[src/rtl/sd_init_seq_if.sv]
// Handshake bundle between the SD init sequencer (master) and the SD command engine (slave).
// The master issues commands and the clock divider; the slave reports status and responses.
interface sd_init_seq_if;
  logic        start;
  logic [15:0] clkdiv;
  logic [15:0] precnt;
  logic [5:0]  cmd;
  logic [31:0] arg;
  logic        busy;
  logic        done;
  logic        timeout;
  logic        syntaxe;
  logic [31:0] resparg;

  modport master (
    output start, clkdiv, precnt, cmd, arg,
    input  busy, done, timeout, syntaxe, resparg
  );

  modport slave (
    input  start, clkdiv, precnt, cmd, arg,
    output busy, done, timeout, syntaxe, resparg
  );
endinterface

[src/rtl/sd_init_seq.sv]
// SD card identification sequencer: CMD0, CMD8, CMD55/ACMD41 polling, CMD2, CMD3, CMD7.
// Drives a command engine one command at a time and reports card type, RCA and error codes.
module sd_init_seq #(
  parameter logic [15:0] SLOWDIV      = 16'd199,
  parameter logic [15:0] FASTDIV      = 16'd1,
  parameter logic [15:0] ACMD41_RETRY = 16'd4000
) (
  input  logic        clk,
  input  logic        rst_n,
  input  logic        i_init_start,
  output logic        o_init_busy,
  output logic        o_init_done,
  output logic        o_init_err,
  output logic [2:0]  o_err_code,
  output logic [1:0]  o_card_type,
  output logic [15:0] o_rca,
  sd_init_seq_if.master cmd_if
);

  typedef enum logic [2:0] {
    S_IDLE, S_ISSUE, S_WAIT, S_EVAL, S_DONE, S_ERR
  } state_t;

  typedef enum logic [2:0] {
    STEP_CMD0, STEP_CMD8, STEP_CMD55, STEP_ACMD41, STEP_CMD2, STEP_CMD3, STEP_CMD7
  } step_t;

  state_t      r_state,    w_nextState;
  step_t       r_step,     w_nextStep;
  logic        r_start,    w_nextStart;
  logic [5:0]  r_cmd,      w_nextCmd;
  logic [31:0] r_arg,      w_nextArg;
  logic [15:0] r_precnt,   w_nextPrecnt;
  logic [15:0] r_clkdiv,   w_nextClkdiv;
  logic [2:0]  r_errCode,  w_nextErrCode;
  logic [1:0]  r_cardType, w_nextCardType;
  logic [15:0] r_rca,      w_nextRca;
  logic [15:0] r_retry,    w_nextRetry;
  logic        r_v2,       w_nextV2;
  logic        w_retryEvent;
  logic        w_cmdOk;

  assign w_cmdOk = cmd_if.done && !cmd_if.timeout && !cmd_if.syntaxe;

  always_ff @(posedge clk or negedge rst_n) begin
    if (!rst_n) begin
      r_state    <= S_IDLE;
      r_step     <= STEP_CMD0;
      r_start    <= 1'b0;
      r_cmd      <= 6'd0;
      r_arg      <= 32'd0;
      r_precnt   <= 16'd0;
      r_clkdiv   <= SLOWDIV;
      r_errCode  <= 3'd0;
      r_cardType <= 2'd0;
      r_rca      <= 16'd0;
      r_retry    <= 16'd0;
      r_v2       <= 1'b0;
    end else begin
      r_state    <= w_nextState;
      r_step     <= w_nextStep;
      r_start    <= w_nextStart;
      r_cmd      <= w_nextCmd;
      r_arg      <= w_nextArg;
      r_precnt   <= w_nextPrecnt;
      r_clkdiv   <= w_nextClkdiv;
      r_errCode  <= w_nextErrCode;
      r_cardType <= w_nextCardType;
      r_rca      <= w_nextRca;
      r_retry    <= w_nextRetry;
      r_v2       <= w_nextV2;
    end
  end

  // The command fields are latched only when a command is launched, so they stay
  // stable for the whole engine transaction; responses are judged in the done cycle.
  always_comb begin
    w_nextState    = r_state;
    w_nextStep     = r_step;
    w_nextStart    = 1'b0;
    w_nextCmd      = r_cmd;
    w_nextArg      = r_arg;
    w_nextPrecnt   = r_precnt;
    w_nextClkdiv   = r_clkdiv;
    w_nextErrCode  = r_errCode;
    w_nextCardType = r_cardType;
    w_nextRca      = r_rca;
    w_nextRetry    = r_retry;
    w_nextV2       = r_v2;
    w_retryEvent   = 1'b0;

    case (r_state)
      S_IDLE, S_DONE, S_ERR: begin
        if (i_init_start) begin
          w_nextState    = S_ISSUE;
          w_nextStep     = STEP_CMD0;
          w_nextErrCode  = 3'd0;
          w_nextCardType = 2'd0;
          w_nextRca      = 16'd0;
          w_nextClkdiv   = SLOWDIV;
          w_nextV2       = 1'b0;
        end
      end

      S_ISSUE: begin
        if (!cmd_if.busy) begin
          w_nextStart  = 1'b1;
          w_nextState  = S_WAIT;
          w_nextPrecnt = 16'd8;
          w_nextArg    = 32'd0;
          case (r_step)
            STEP_CMD0: begin
              w_nextCmd    = 6'd0;
              w_nextPrecnt = 16'd250;
            end
            STEP_CMD8: begin
              w_nextCmd = 6'd8;
              w_nextArg = 32'h0000_01AA;
            end
            STEP_CMD55:  w_nextCmd = 6'd55;
            STEP_ACMD41: begin
              w_nextCmd = 6'd41;
              w_nextArg = r_v2 ? 32'h4010_0000 : 32'h0010_0000;
            end
            STEP_CMD2:   w_nextCmd = 6'd2;
            STEP_CMD3:   w_nextCmd = 6'd3;
            STEP_CMD7: begin
              w_nextCmd = 6'd7;
              w_nextArg = {r_rca, 16'h0000};
            end
            default:     w_nextCmd = 6'd0;
          endcase
        end
      end

      S_WAIT: begin
        if (cmd_if.done) begin
          w_nextState = S_EVAL;
          case (r_step)
            STEP_CMD0: w_nextStep = STEP_CMD8;
            STEP_CMD8: begin
              w_nextRetry = ACMD41_RETRY;
              if (cmd_if.timeout) begin
                w_nextV2   = 1'b0;
                w_nextStep = STEP_CMD55;
              end else if (!cmd_if.syntaxe && cmd_if.resparg[11:0] == 12'h1AA) begin
                w_nextV2   = 1'b1;
                w_nextStep = STEP_CMD55;
              end else begin
                w_nextState   = S_ERR;
                w_nextErrCode = 3'd1;
              end
            end
            STEP_CMD55: begin
              if (w_cmdOk) w_nextStep = STEP_ACMD41;
              else         w_retryEvent = 1'b1;
            end
            STEP_ACMD41: begin
              if (w_cmdOk && cmd_if.resparg[31]) begin
                w_nextCardType = r_v2 ? (cmd_if.resparg[30] ? 2'd3 : 2'd2) : 2'd1;
                w_nextStep     = STEP_CMD2;
              end else begin
                w_retryEvent = 1'b1;
              end
            end
            STEP_CMD2: begin
              if (!cmd_if.timeout) begin
                w_nextStep = STEP_CMD3;
              end else begin
                w_nextState   = S_ERR;
                w_nextErrCode = 3'd3;
              end
            end
            STEP_CMD3: begin
              if (w_cmdOk && cmd_if.resparg[31:16] != 16'd0) begin
                w_nextRca  = cmd_if.resparg[31:16];
                w_nextStep = STEP_CMD7;
              end else begin
                w_nextState   = S_ERR;
                w_nextErrCode = 3'd4;
              end
            end
            STEP_CMD7: begin
              if (w_cmdOk) begin
                w_nextClkdiv = FASTDIV;
                w_nextState  = S_DONE;
              end else begin
                w_nextState   = S_ERR;
                w_nextErrCode = 3'd5;
              end
            end
            default: w_nextState = S_IDLE;
          endcase

          // A zero count never underflows; one means this was the last permitted attempt.
          if (w_retryEvent) begin
            if (r_retry == 16'd1) begin
              w_nextState   = S_ERR;
              w_nextErrCode = 3'd2;
            end else begin
              w_nextStep = STEP_CMD55;
              if (r_retry != 16'd0) w_nextRetry = r_retry - 16'd1;
            end
          end
        end
      end

      S_EVAL:  w_nextState = S_ISSUE;
      default: w_nextState = S_IDLE;
    endcase
  end

  assign o_init_busy = (r_state == S_ISSUE) || (r_state == S_WAIT) || (r_state == S_EVAL);
  assign o_init_done = (r_state == S_DONE);
  assign o_init_err  = (r_state == S_ERR);
  assign o_err_code  = r_errCode;
  assign o_card_type = r_cardType;
  assign o_rca       = r_rca;

  assign cmd_if.start  = r_start;
  assign cmd_if.cmd    = r_cmd;
  assign cmd_if.arg    = r_arg;
  assign cmd_if.precnt = r_precnt;
  assign cmd_if.clkdiv = r_clkdiv;

endmodule

[src/flat_wrapper.sv]
// flat-port wrapper written by rule: the top's interface ports become plain ports
module sd_init_seq_flat 
#(
  parameter logic [15:0] SLOWDIV      = 16'd199,
  parameter logic [15:0] FASTDIV      = 16'd1,
  parameter logic [15:0] ACMD41_RETRY = 16'd4000
)
  (clk, rst_n, i_init_start, o_init_busy, o_init_done, o_init_err, o_err_code, o_card_type, o_rca, cmd_if_start, cmd_if_clkdiv, cmd_if_precnt, cmd_if_cmd, cmd_if_arg, cmd_if_busy, cmd_if_done, cmd_if_timeout, cmd_if_syntaxe, cmd_if_resparg);
  sd_init_seq_if cmd_if_i ();
  input  logic clk;
  input  logic rst_n;
  input  logic i_init_start;
  output logic o_init_busy;
  output logic o_init_done;
  output logic o_init_err;
  output logic [2:0] o_err_code;
  output logic [1:0] o_card_type;
  output logic [15:0] o_rca;
  output wire logic [$bits(cmd_if_i.start)-1:0] cmd_if_start;
  output wire logic [$bits(cmd_if_i.clkdiv)-1:0] cmd_if_clkdiv;
  output wire logic [$bits(cmd_if_i.precnt)-1:0] cmd_if_precnt;
  output wire logic [$bits(cmd_if_i.cmd)-1:0] cmd_if_cmd;
  output wire logic [$bits(cmd_if_i.arg)-1:0] cmd_if_arg;
  input wire logic [$bits(cmd_if_i.busy)-1:0] cmd_if_busy;
  input wire logic [$bits(cmd_if_i.done)-1:0] cmd_if_done;
  input wire logic [$bits(cmd_if_i.timeout)-1:0] cmd_if_timeout;
  input wire logic [$bits(cmd_if_i.syntaxe)-1:0] cmd_if_syntaxe;
  input wire logic [$bits(cmd_if_i.resparg)-1:0] cmd_if_resparg;
  assign cmd_if_start = cmd_if_i.start;
  assign cmd_if_clkdiv = cmd_if_i.clkdiv;
  assign cmd_if_precnt = cmd_if_i.precnt;
  assign cmd_if_cmd = cmd_if_i.cmd;
  assign cmd_if_arg = cmd_if_i.arg;
  assign cmd_if_i.busy = cmd_if_busy;
  assign cmd_if_i.done = cmd_if_done;
  assign cmd_if_i.timeout = cmd_if_timeout;
  assign cmd_if_i.syntaxe = cmd_if_syntaxe;
  assign cmd_if_i.resparg = cmd_if_resparg;
  sd_init_seq #(.SLOWDIV(SLOWDIV), .FASTDIV(FASTDIV), .ACMD41_RETRY(ACMD41_RETRY)) u_core (.clk(clk), .rst_n(rst_n), .i_init_start(i_init_start), .o_init_busy(o_init_busy), .o_init_done(o_init_done), .o_init_err(o_init_err), .o_err_code(o_err_code), .o_card_type(o_card_type), .o_rca(o_rca), .cmd_if(cmd_if_i));
endmodule
[config.mk]
export PLATFORM = sky130hd
export DESIGN_NAME = sd_init_seq_flat
export DESIGN_NICKNAME = d
export VERILOG_FILES = /design/src/rtl/sd_init_seq_if.sv /design/src/rtl/sd_init_seq.sv /design/src/flat_wrapper.sv
export SDC_FILE = /design/constraint.sdc
export NUM_CORES = 1
export LEC_CHECK = 0
export CAP_MARGIN = 30
export CORE_MARGIN = 2
export CORE_UTILIZATION = 45
export CTS_CLUSTER_SIZE = 30
export DETAILED_ROUTE_END_ITERATION = 10
export PLACE_DENSITY = 0.88
export SYNTH_ARGS = -nofsm -noshare
export SYNTH_HDL_FRONTEND = slang
export SYNTH_SLANG_ARGS = --single-unit
[constraint.sdc]
create_clock -name clk -period 6.2 [get_ports clk]
set_input_delay 1.24 -clock clk [delete_from_list [all_inputs] [get_ports clk]]
set_output_delay 1.24 -clock clk [all_outputs]
set_load 0.005 [all_outputs]
==> results.json <==
{
  "hold_depth": 2,
  "sequentialPowerShare_pct": 38.6,
  "gp_congestion": 0.8681,
  "ys.flop_type": "dfrtp_1",
  "clock-root-buffer": "clkbuf_8",
  "dieArea_um2": 9535,
  "drtIter0Drc": 218,
  "grt_max_degree": 72,
  "antennaDiodeCount": 0,
  "drt_pass1_iterations": 9,
  "p_int_mw": 1.065,
  "synth_edf_count": 0,
  "synth.area.mux_share_pct": 3.075,
  "p_sw_share_pct": 37.12,
  "setup_viol": 0,
  "maxCapViolCount": 0,
  "hold_path.class": "register to register",
  "power.net_switching_mw": 0.6287,
  "async_flop_share_pct": 100.0,
  "rows": 34,
  "status": "completed",
  "power.density_nw_per_um2": 340.1,
  "netlist_instances": 401,
  "port_buffers": 96,
  "rsz0062_at_grt": "no",
  "ios": 134,
  "dpl_cell_area_um2": 4757,
  "r2r_slack_ns": 3.57,
  "path_clk_slew_ns": 0.09,
  "fmax_ghz": 0.2811,
  "grtUsageTotal_pct": 21.23,
  "total_leakage_power_nw": 2.110,
  "fin_area_um2": 4979,
  "layout_worst_path_cycle_share_pct": 57.38,
  "final_nets": 517,
  "grt_pass1_vias": 3224,
  "cts.sinks": 71,
  "hpwl_mm": 7.193,
  "finish.utilization_pct": 57.94,
  "syn-cell-area_um2": 3946,
  "yosys_warnings": 0,
  "n_fill_cell": 756,
  "place_ws_ns": 2.299,
  "avgViaCountPerCell": 5.702,
  "clk_latency_ns": 0.35,
  "antenna_found_initial": 0,
  "grt_pass1_wl_mm": 16.66,
  "cts_buffer_depth": 2,
  "finalClockSkew_ns": 0.01540,
  "p_clk_share_pct": 24.7,
  "worst_slack_ns": 2.642,
  "drc": 0,
  "drive_gt1_share_pct": 6.250,
  "start_kind": "input port",
  "cts_resized": 0,
  "synth_xor_area_share_pct": 0,
  "cts_setup_buffers": 0,
  "yosys_register_bits": 71,
  "die_w_um": 97.65,
  "wl_mm": 9.942,
  "h-tree-depth": 3,
  "ys_seq_area_share_pct": 45.05,
  "syn2layout_area_growth_pct": 26.16,
  "synth-compound-area-share_pct": 21.40,
  "r2r_start": "u_core.r_state[2]",
  "reg2reg_depth": 6,
  "route.vias.total": 3353,
  "die_y_um": 97.65,
  "hold_start": "u_core.cmd_if.cmd[3]",
  "critPathKind": "input port to register",
  "wl_per_cell_um": 16.91,
  "grt_overflow_total": 0,
  "worst_pin_slew_ns": 1.064,
  "ant_nets": 0,
  "synth_top_family_by_area": "compound AO/OA/AOI/OAI gates",
  "hold_buffers": 0,
  "synth_simple_gate_area_share_pct": 17.44,
  "setup_tns_ns": 0,
  "relSlewSlack_pct": 28.82,
  "synth_area_per_cell_um2": 9.841,
  "ir_worst_vdd_v": 0.0002267,
  "start_util_pct": 45.92,
  "core_um2": 8593,
  "r2r-end": "u_core.cmd_if.arg[24]",
  "cts_buffers": 9,
  "finalHoldViolations": 0,
  "synth_cell_types": 59,
  "min_to": "u_core.cmd_if.cmd[3]",
  "crit_required_ns": 6.49,
  "report.final.slew_viol_count": 0,
  "worst-path-max-fanout": 16,
  "endpoint_kind": "register",
  "hold_slack_ns": 0.4883,
  "p_comb_share_pct": 36.7,
  "cp.arrival_ns": 3.84,
  "synth_adder_area_share_pct": 0.9512,
  "finalCriticalPeriod_ns": 3.558,
  "cts_tree": "done"
}
==> metal layers <==
metal / track usage, % / up-vias / part of all wire (%)
met5: 0 / - / 0
met4: 6.197 / 0 / 1.6
met3: 3.813 / 21 / 6.2
met2: 36.87 / 143 / 50
li1: - / 1556 / -
met1: 27.14 / 1633 / 42
==> flip-flops by register name, summed over array words and instances (netlist names) <==
| register | flops |
|---|---|
| u_core.cmd_if.arg | 17 |
| u_core.cmd_if.clkdiv | 1 |
| u_core.cmd_if.cmd | 6 |
| u_core.cmd_if.precnt | 2 |
| u_core.cmd_if.start | 1 |
| u_core.o_card_type | 2 |
| u_core.o_err_code | 3 |
| u_core.o_rca | 16 |
| u_core.r_retry | 16 |
| u_core.r_state | 3 |
| u_core.r_step | 3 |
| u_core.r_v2 | 1 |
==> cell usage after synthesis (4+ instances only) <==
cell        n  share of area (%)
mux2i_1    11                2.8
buf_4      48                9.1
o21ai_0    19                2.4
o32ai_1     4               0.89
nand2b_1    8                1.3
or3_1       4               0.63
nor2b_1     4               0.63
a31oi_1     6               0.95
dfrtp_1    70                 44
buf_2       6               0.76
nor4_1      8                1.3
inv_1       8               0.76
nor3b_1     7                1.3
nand3_1     7               0.89
a22o_1     34                7.5
a21o_1      5               0.95
o31ai_1     4               0.76
clkbuf_1   13                1.2
a2bb2oi_1   8                1.8
nor3_1      8                1.0
nor2_1     24                2.3
a21oi_1    10                1.3
nand2_1    35                3.3
nand4_1     4               0.63
==> cells in the final DEF (no fill, tap or decap), types with 5 or more instances in the layout <==
cell / count
clkbuf_8: 9
o21ai_0: 19
a21oi_1: 10
nor4_1: 8
nor2_1: 24
conb_1: 33
mux2i_1: 11
a21o_1: 5
a22o_1: 34
a2bb2oi_1: 8
a31oi_1: 6
clkdlybuf4s50_1: 95
nand3_1: 7
inv_1: 8
nand2b_1: 8
nor3_1: 8
nor3b_1: 7
nand2_1: 35
dfrtp_1: 70
==> power by group through the flow <==
stage               clock, mW  sequential, mW  combinational, mW
finish                  0.419           0.653              0.621
global route            0.437           0.668              0.690
CTS                     0.422           0.651              0.623
detailed placement          0           0.659              0.618
global placement            0           0.652              0.587
floorplan                   0           0.613              0.454
==> stage by stage <==
stage / power, mW / instances
floorplan: 1.067 / 432
global placement: 1.239 / 571
detailed placement: 1.278 / 572
CTS: 1.695 / 588
global route: 1.795 / 588
finish: 1.693 / 588
==> cells by family (layout without fill, tap and decap cells) <==
family | Yosys count | count (layout)
flip-flops | 71 | 71
other | 2 | 33
multiplexers | 12 | 12
AND/OR/NAND/NOR | 126 | 126
buffers and inverters | 75 | 123
adder cells (fa/ha/maj) | 3 | 3
AO/OA/AOI/OAI | 112 | 112
==> worst max-delay path: stages <==
cell and delay [ns]:
clkdlybuf4s50_1 0.61, or3b_1 0.55, a41oi_2 0.32, nor3b_2 0.34
and2_1 0.55, a22o_1 0.22
==> worst max-delay path by stage <==
stage | end | slack (ns) | depth (start not counted) | startpoint
floorplan | u_core.o_rca[0] | 3.42 | 6 | cmd_if_timeout
global placement | u_core.o_rca[12] | 2.34 | 6 | cmd_if_timeout
finish | u_core.o_rca[0] | 2.64 | 6 | cmd_if_timeout
global route | u_core.o_rca[11] | 2.50 | 6 | cmd_if_timeout
CTS | u_core.o_rca[0] | 2.66 | 6 | cmd_if_timeout
detailed placement | u_core.o_rca[6] | 2.30 | 6 | cmd_if_timeout
==> cell type report <==
cell class | instances | area [um^2] | share of cell area, %
Inverter | 8 | 30.03 | 0.6032
Clock buffer | 10 | 127.6 | 2.563
Tap cell | 108 | 135.1 | 2.714
Clock inverter | 6 | 93.84 | 1.885
Timing Repair Buffer | 99 | 998.5 | 20.06
Multi-Input combinational cell | 286 | 1815 | 36.47
Sequential cell | 71 | 1778 | 35.71
Note: power is estimated with default switching activity, not from simulation.
